## src/rtl/dot_vector_loader.sv

```systemverilog
// Serial-to-parallel loader: packs (a_i, b_i) element pairs into N-element vectors
// and holds each frame stable until the dot-product stage consumes it.
// Optional frame/short-frame counters are enabled with `define LOADER_STATS_EN.
module dot_vector_loader #(
  parameter int N  = 16,
  parameter int W  = 32,
  parameter int CW = $clog2(N + 1)
) (
  input  logic           clk,
  input  logic           rst,
  input  logic           in_valid,
  output logic           in_ready,
  input  logic [W-1:0]   in_a,
  input  logic [W-1:0]   in_b,
  input  logic           in_last,
  output logic [W*N-1:0] vec_a,
  output logic [W*N-1:0] vec_b,
  output logic [CW-1:0]  vec_len,
  output logic           vec_valid,
  input  logic           vec_ready
`ifdef LOADER_STATS_EN
  ,
  output logic [15:0]    frame_count,
  output logic [15:0]    short_count
`endif
);

  typedef enum logic {FILL = 1'b0, FULL = 1'b1} state_t;

  state_t         r_state;
  state_t         w_state_next;
  logic [CW-1:0]  r_idx;
  logic [W*N-1:0] r_vec_a;
  logic [W*N-1:0] r_vec_b;
  logic [CW-1:0]  r_vec_len;
  logic           w_accept;
  logic           w_frame_done;
  logic           w_handshake;

  // NOTE: sequential state uses non-blocking assignments so every flop samples
  // pre-edge values, independent of process ordering.
  always_ff @(posedge clk) begin
    if (rst) r_state <= FILL;
    else     r_state <= w_state_next;
  end

  // NOTE: every always_comb output gets a default first; a path that skips an
  // assignment would otherwise infer a latch.
  always_comb begin
    w_state_next = r_state;
    w_accept     = 1'b0;
    w_frame_done = 1'b0;
    w_handshake  = 1'b0;
    case (r_state)
      FILL: begin
        w_accept = in_valid;
        if (in_valid && (in_last || r_idx == CW'(N - 1))) begin
          w_frame_done = 1'b1;
          w_state_next = FULL;
        end
      end
      FULL: begin
        if (vec_ready) begin
          w_handshake  = 1'b1;
          w_state_next = FILL;
        end
      end
      default: w_state_next = FILL;
    endcase
  end

  // NOTE: the vector slots are reset and cleared after every frame on purpose:
  // unwritten slots of a short frame must read as zero for the dot product.
  always_ff @(posedge clk) begin
    if (rst || w_handshake) begin
      r_idx     <= '0;
      r_vec_a   <= '0;
      r_vec_b   <= '0;
      r_vec_len <= '0;
    end else if (w_accept) begin
      r_vec_a[W*int'(r_idx) +: W] <= in_a;
      r_vec_b[W*int'(r_idx) +: W] <= in_b;
      // idx parks on the final slot until the handshake clears it
      if (w_frame_done) r_vec_len <= r_idx + CW'(1);
      else              r_idx     <= r_idx + CW'(1);
    end
  end

  assign in_ready  = (r_state == FILL);
  assign vec_valid = (r_state == FULL);
  assign vec_a     = r_vec_a;
  assign vec_b     = r_vec_b;
  assign vec_len   = r_vec_len;

`ifdef LOADER_STATS_EN
  logic [15:0] r_frame_count;
  logic [15:0] r_short_count;

  always_ff @(posedge clk) begin
    if (rst) begin
      r_frame_count <= '0;
      r_short_count <= '0;
    end else if (w_handshake) begin
      r_frame_count <= r_frame_count + 16'd1;
      if (r_vec_len < CW'(N)) r_short_count <= r_short_count + 16'd1;
    end
  end

  assign frame_count = r_frame_count;
  assign short_count = r_short_count;
`endif

endmodule

```

## config.mk

```make
export PLATFORM = sky130hd
export DESIGN_NAME = dot_vector_loader
export DESIGN_NICKNAME = d
export VERILOG_FILES = /design/src/rtl/dot_vector_loader.sv
export SDC_FILE = /design/constraint.sdc
export NUM_CORES = 2
export LEC_CHECK = 0
export CORE_AREA = 2 2 430 432
export CTS_CLUSTER_SIZE = 8
export DETAILED_ROUTE_END_ITERATION = 12
export DIE_AREA = 0 0 432 434
export GPL_TIMING_DRIVEN = 1
export PLACE_DENSITY = 0.41
export REMOVE_ABC_BUFFERS = 1
export SYNTH_ARGS = -nofsm -noshare
export SYNTH_HDL_FRONTEND = slang
export SYNTH_SLANG_ARGS = --single-unit
```

## constraint.sdc

```tcl
create_clock -name clk -period 6.2 [get_ports clk]
set_clock_uncertainty 0.2 [all_clocks]
set_input_delay 1.24 -clock clk [delete_from_list [all_inputs] [get_ports clk]]
set_output_delay 1.24 -clock clk [all_outputs]
set_load 0.02 [all_outputs]
```

### Yosys cells after proc, flatten, opt, wreduce, memory -nomap -nowiden

Cells that the tools add are included.

* logic and storage cells: 27
* flip-flop bits (word level): 1035

* shifts and indexed selects: 3
* mux-type cells: 9
* bitwise logic cells: 2
* add/sub/neg operators: 2
* equality and inequality tests: 1
* reduce and logical (&&, ||, !) cells: 5

Operator list (count)
* 512-bit bitwise mux: 2
* 32-bit by 33-bit variable part select with 512-bit output: 2
* 32-bit by 33-bit variable shift with 512-bit output (first input constant): 1
* 10-bit negation with 33-bit output: 1
* 1-bit two-way mux: 6
* 5-bit by 1-bit adder with 5-bit output (second input constant): 1
* 5-bit by 4-bit == test with 1-bit output (second input constant): 1
* 2-bit AND reduction: 2
* 1-bit logical OR: 2
* 1-bit NOT: 2
* 1-bit case mux with 2 select lines: 1
* 1-bit logical AND: 1

### Logic depth before layout (Yosys ltp)

* depth after elaboration: 7
* mapped depth: 14
* depth with buffers taken out: 8

### Worst setup path before layout

OpenSTA, ideal clock, no wires.

* path kind: register to register
* start: reg r_idx[0]
* end: reg r_vec_b[356] (netlist: vec_b[356])
* cell stages (with the launch flop): 15
* arrival time: 3311 ps
* data required time: 5930 ps
* buffers on the path: 6
* slack: 2619 ps
* period minus slack after synthesis: 3581 ps
* cells stage by stage: dfxtp_1 buf_2 clkbuf_1 clkbuf_1 inv_1 ha_1 and2_1 ha_1 nor4bb_1 buf_2 and4_1 buf_2 clkbuf_1 nand3_1 a21oi_1

* cells in the longest elaborated chain, start to end: 3
* elaborated cells between the ends (all ways): 4
* those cells by class: add/sub: 1; shift: 2; mux: 1

RTL lines
* start, declared: RTL line 32 `logic [CW-1:0] r_idx;`
* start signal, assigned: RTL line 85 `else r_idx <= r_idx + CW'(1);`
* 10-bit negation with 33-bit output *: RTL line 82 `r_vec_b[W*int'(r_idx) +: W] <= in_b;`
* 32-bit by 33-bit variable part select with 512-bit output / 32-bit by 33-bit variable shift with 512-bit output (equally long branches): RTL line 82
* 512-bit bitwise mux *: RTL line 82
* end signal, assigned by index: RTL line 82
* end, declared: RTL line 34 `logic [W*N-1:0] r_vec_b;`

Mark *: on every way between the ends. The rest lies on a longest branch, timed or not.
A chain may end at the register's enable or synchronous reset.

### Worst setup path in the final report

* start: reg r_idx[0]
* end: reg r_vec_a[201] (netlist: vec_a[201])

* cells in the longest elaborated chain, start to end: 3
* elaborated cells between the ends (all ways): 4
* those cells by class: add/sub: 1; shift: 2; mux: 1

RTL lines
* 10-bit negation with 33-bit output *: RTL line 81 `r_vec_a[W*int'(r_idx) +: W] <= in_a;`
* 32-bit by 33-bit variable part select with 512-bit output / 32-bit by 33-bit variable shift with 512-bit output (equally long branches): RTL line 81
* 512-bit bitwise mux *: RTL line 81
* end signal, assigned by index: RTL line 81
* end, declared: RTL line 33 `logic [W*N-1:0] r_vec_a;`

Marks and branches as above.

==> flow_summary.yaml <==
status:
  status: "finished clean"
clocking:
  postCtsSetupRepairBufs: 0
  cts_resized: 0
  htreeDepth: 4
  numCtsBuffers: 148
  clockBufferDepth: 3
  clkSinkCount: 1035
  tritoncts: "yes"
  root_buffer: "clkbuf_16"
  cts.clk_slew.worst_paths_ps: 50
  cts_hold_buf: 0
  worstSkewPairLatency_ps: 800
place:
  hpwl_mm: 136
  gp_congestion: 0.790
  portBuffers: 1099
layout:
  area_delta_synth_final_pct: 44.0
  final_util: 0.302
  n_fill_cell: 19200
  drive_above_1_share: 0.0556
  nNetsFinal: 5302
floorplan:
  die_x_um: 432
  initial_core_util: 0.210
  core_um2: 182000
  row_count: 157
  dieHeight_um: 434
  die_area_um2: 187000
  ioPinCount: 1100
drt:
  postRouteAntennaNets: 0
  wire_per_inst_um: 27.4
  routed_wl_mm: 210
  drc: 0
  drt_first_pass_iters: 5
  num_vias: 36200
  viasPerCell: 4.74
  drtIter0Drc: 2541
worst_setup_path:
  cp-end-kind: "flip-flop"
  r2r_cells: 9
  crit_path_start_kind: "flip-flop"
  r2r-end: "vec_a[201]"
  r2r_start: "r_idx[0]"
  critical_path_arrival_ps: 5320
  crit_path_max_fanout: 47
  cp_data_required_time_ps: 6730
  rrSetupSlack_ps: 1410
  crit_type: "reg -> reg"
synthesis:
  yosysWarnings: 0
  syn_avg_cell_area_um2: 8.77
  synth-async-reset-ratio: 0
  synthCells: 4370
  synthAdderAreaFrac: 0.00131
  synth_cell_types: 53
  synth_compound_area_frac: 0.116
  synth_edf_count: 0
  synthFlopType: "dfxtp_1"
  synthSimpleGateAreaFrac: 0.199
  synth_top_family_by_area: "simple AND/OR/NAND/NOR gates"
  synth_seq_cells: 1035
  yosys.area_share.xor_xnor: 0.00229
  synthMuxAreaShare: 0.0841
  synth_seq_area_share: 0.541
  synth_area_um2: 38300
hold_path:
  hold_class: "reg -> reg"
  whs_path_depth: 2
  holdPathEnd: "vec_b[252]"
  worstHoldStart: "vec_b[252]"
sta:
  slew-limit-headroom: 0.219
  hold_violations: 0
  period_needed_ps: 4790
  grt_setup_unrepaired: "false"
  hold_slack_ps: 249
  setup_viol_count_final: 0
  tns_ps: 0
  finalCritPeriodShare: 0.773
  tightest_slew_ps: 1170
  fmax_mhz: 209
  slew_viol_final: 0
power_and_ir_drop:
  p_int_mw: 11.2
  seq_power_share: 0.444
  sw_frac_of_total: 0.261
  ir_drop_v: 0.000223
  leakage_nw: 19.7
  combPwrFrac: 0.063
  p_per_area_nw_per_um2: 274
  power_switching_mw: 3.95
  p_clk_frac: 0.493
global_routing:
  grt_antenna_before_repair: 8
  track_usage: 0.214
  grt_max_degree: 199
  grt_pass1_vias: 34100
  grt_pass1_wl_mm: 285
  grt_overflow_total: 0
run:
  cap_violations: 0
cells in the final DEF, fill, tap and decap left out, types with 32 or more instances in the layout:
cell / instances
o21ai_0: 193
a21oi_1: 450
clkdlybuf4s50_1: 1099
dfxtp_1: 1034
nand3_1: 490
mux2i_1: 322
nand2_1: 1026
clkbuf_16: 149
o22ai_1: 64
a2bb2o_1: 32
buf_4: 79
o2bb2ai_1: 32
nand4_1: 156
power by group through the flow:
stage | Clock, mW | Sequential, mW | Combinational, mW
after global placement | 0 | 6.85 | 0.964
after global routing | 7.93 | 6.72 | 1.00
after CTS | 7.70 | 6.72 | 0.970
after detailed placement | 0 | 6.86 | 0.969
final | 7.46 | 6.72 | 0.956
after floorplan | 0 | 6.91 | 0.306
how the worst max path moves through the flow:
| stage | startpoint | cells after the start | endpoint | slack [ps] |
|---|---|---|---|---|
| final | r_idx[0] | 9 | vec_a[201] | 1410 |
| after global routing | r_idx[0] | 9 | vec_a[201] | 1130 |
| after CTS | r_idx[0] | 9 | vec_a[201] | 1140 |
| after detailed placement | r_idx[0] | 9 | vec_a[202] | 1160 |
| after global placement | r_idx[0] | 9 | vec_a[210] | 1280 |
| after floorplan | rst | 3 | vec_a[256] | -18240 |
per-layer routing:
layer / global-route usage / routed length (um) / up-vias
met4: 0.0872 / 9310 / 0
met3: 0.0548 / 14100 / 332
met2: 0.369 / 103000 / 1360
met5: 0 / 0 / -
li1: - / - / 16700
met1: 0.251 / 82900 / 17900
state kept, by name, indices dropped and copies added (netlist names):
name	count
vec_b	512
vec_valid	1
vec_len	5
vec_a	512
r_idx	5
kinds of logic after synthesis:
group | after synthesis
and+or+nand+nor | 1728
AOI/OAI and AO/OA | 794
adders and majority gates | 4
DFF | 1035
xor gates and xnor gates | 7
buffers and inverters | 480
muxes | 322
cells in the mapped netlist, types with 3 or more instances:
cell          n  share of area
a211oi_1      5        0.00098
a21oi_1     452          0.059
a2bb2o_1     32         0.0084
and2_1        5        0.00082
buf_1         6        0.00059
buf_2        95          0.012
buf_4        45         0.0088
buf_6         7         0.0021
clkbuf_1    310          0.030
clkbuf_2     12         0.0016
dfxtp_1    1035           0.54
ha_1          4         0.0013
inv_1         5        0.00049
mux2i_1     322          0.084
nand2_1    1028           0.10
nand3_1     493          0.064
nand4_1     156          0.025
nor2_1       18         0.0018
nor2b_1       3        0.00049
o21ai_0     193          0.025
o22ai_1      64          0.010
o2bb2ai_1    32         0.0073
or3_1         4        0.00065
xor2_1        3        0.00069
through the flow:
| stage | area [um^2] | setup slack, ps | cells | total power [mW] |
|---|---|---|---|---|
| after CTS | 55100 | 1140 | 7636 | 15.4 |
| after detailed placement | 51100 | 1160 | 7464 | 7.83 |
| after floorplan | 36200 | -18240 | 3895 | 7.21 |
| after global routing | 55100 | 1130 | 7638 | 15.6 |
| after global placement | 51100 | 1280 | 7464 | 7.82 |
| final | 55100 | 1410 | 7639 | 15.1 |
cell type report:
type / instances / area [um^2] / area share
Sequential cell: 1035 / 20700 / 0.376
Timing Repair Buffer: 1184 / 11700 / 0.212
Antenna cell: 3 / 7.51 / 0.000136
Multi-Input combinational cell: 2855 / 15700 / 0.284
Clock buffer: 157 / 3780 / 0.0685
Tap cell: 2385 / 2980 / 0.0541
Clock inverter: 15 / 238 / 0.00431
Inverter: 5 / 18.8 / 0.000340
worst max-delay path, stage by stage, from the launching register on:
cell,delay (ps)
dfxtp_4,770
inv_1,160
ha_1,380
and2_1,200
ha_1,300
nand4bb_1,560
a211oi_2,200
a21oi_4,850
buf_4,740
a2bb2o_1,250
No activity file was read; power rests on OpenSTA's default activity.
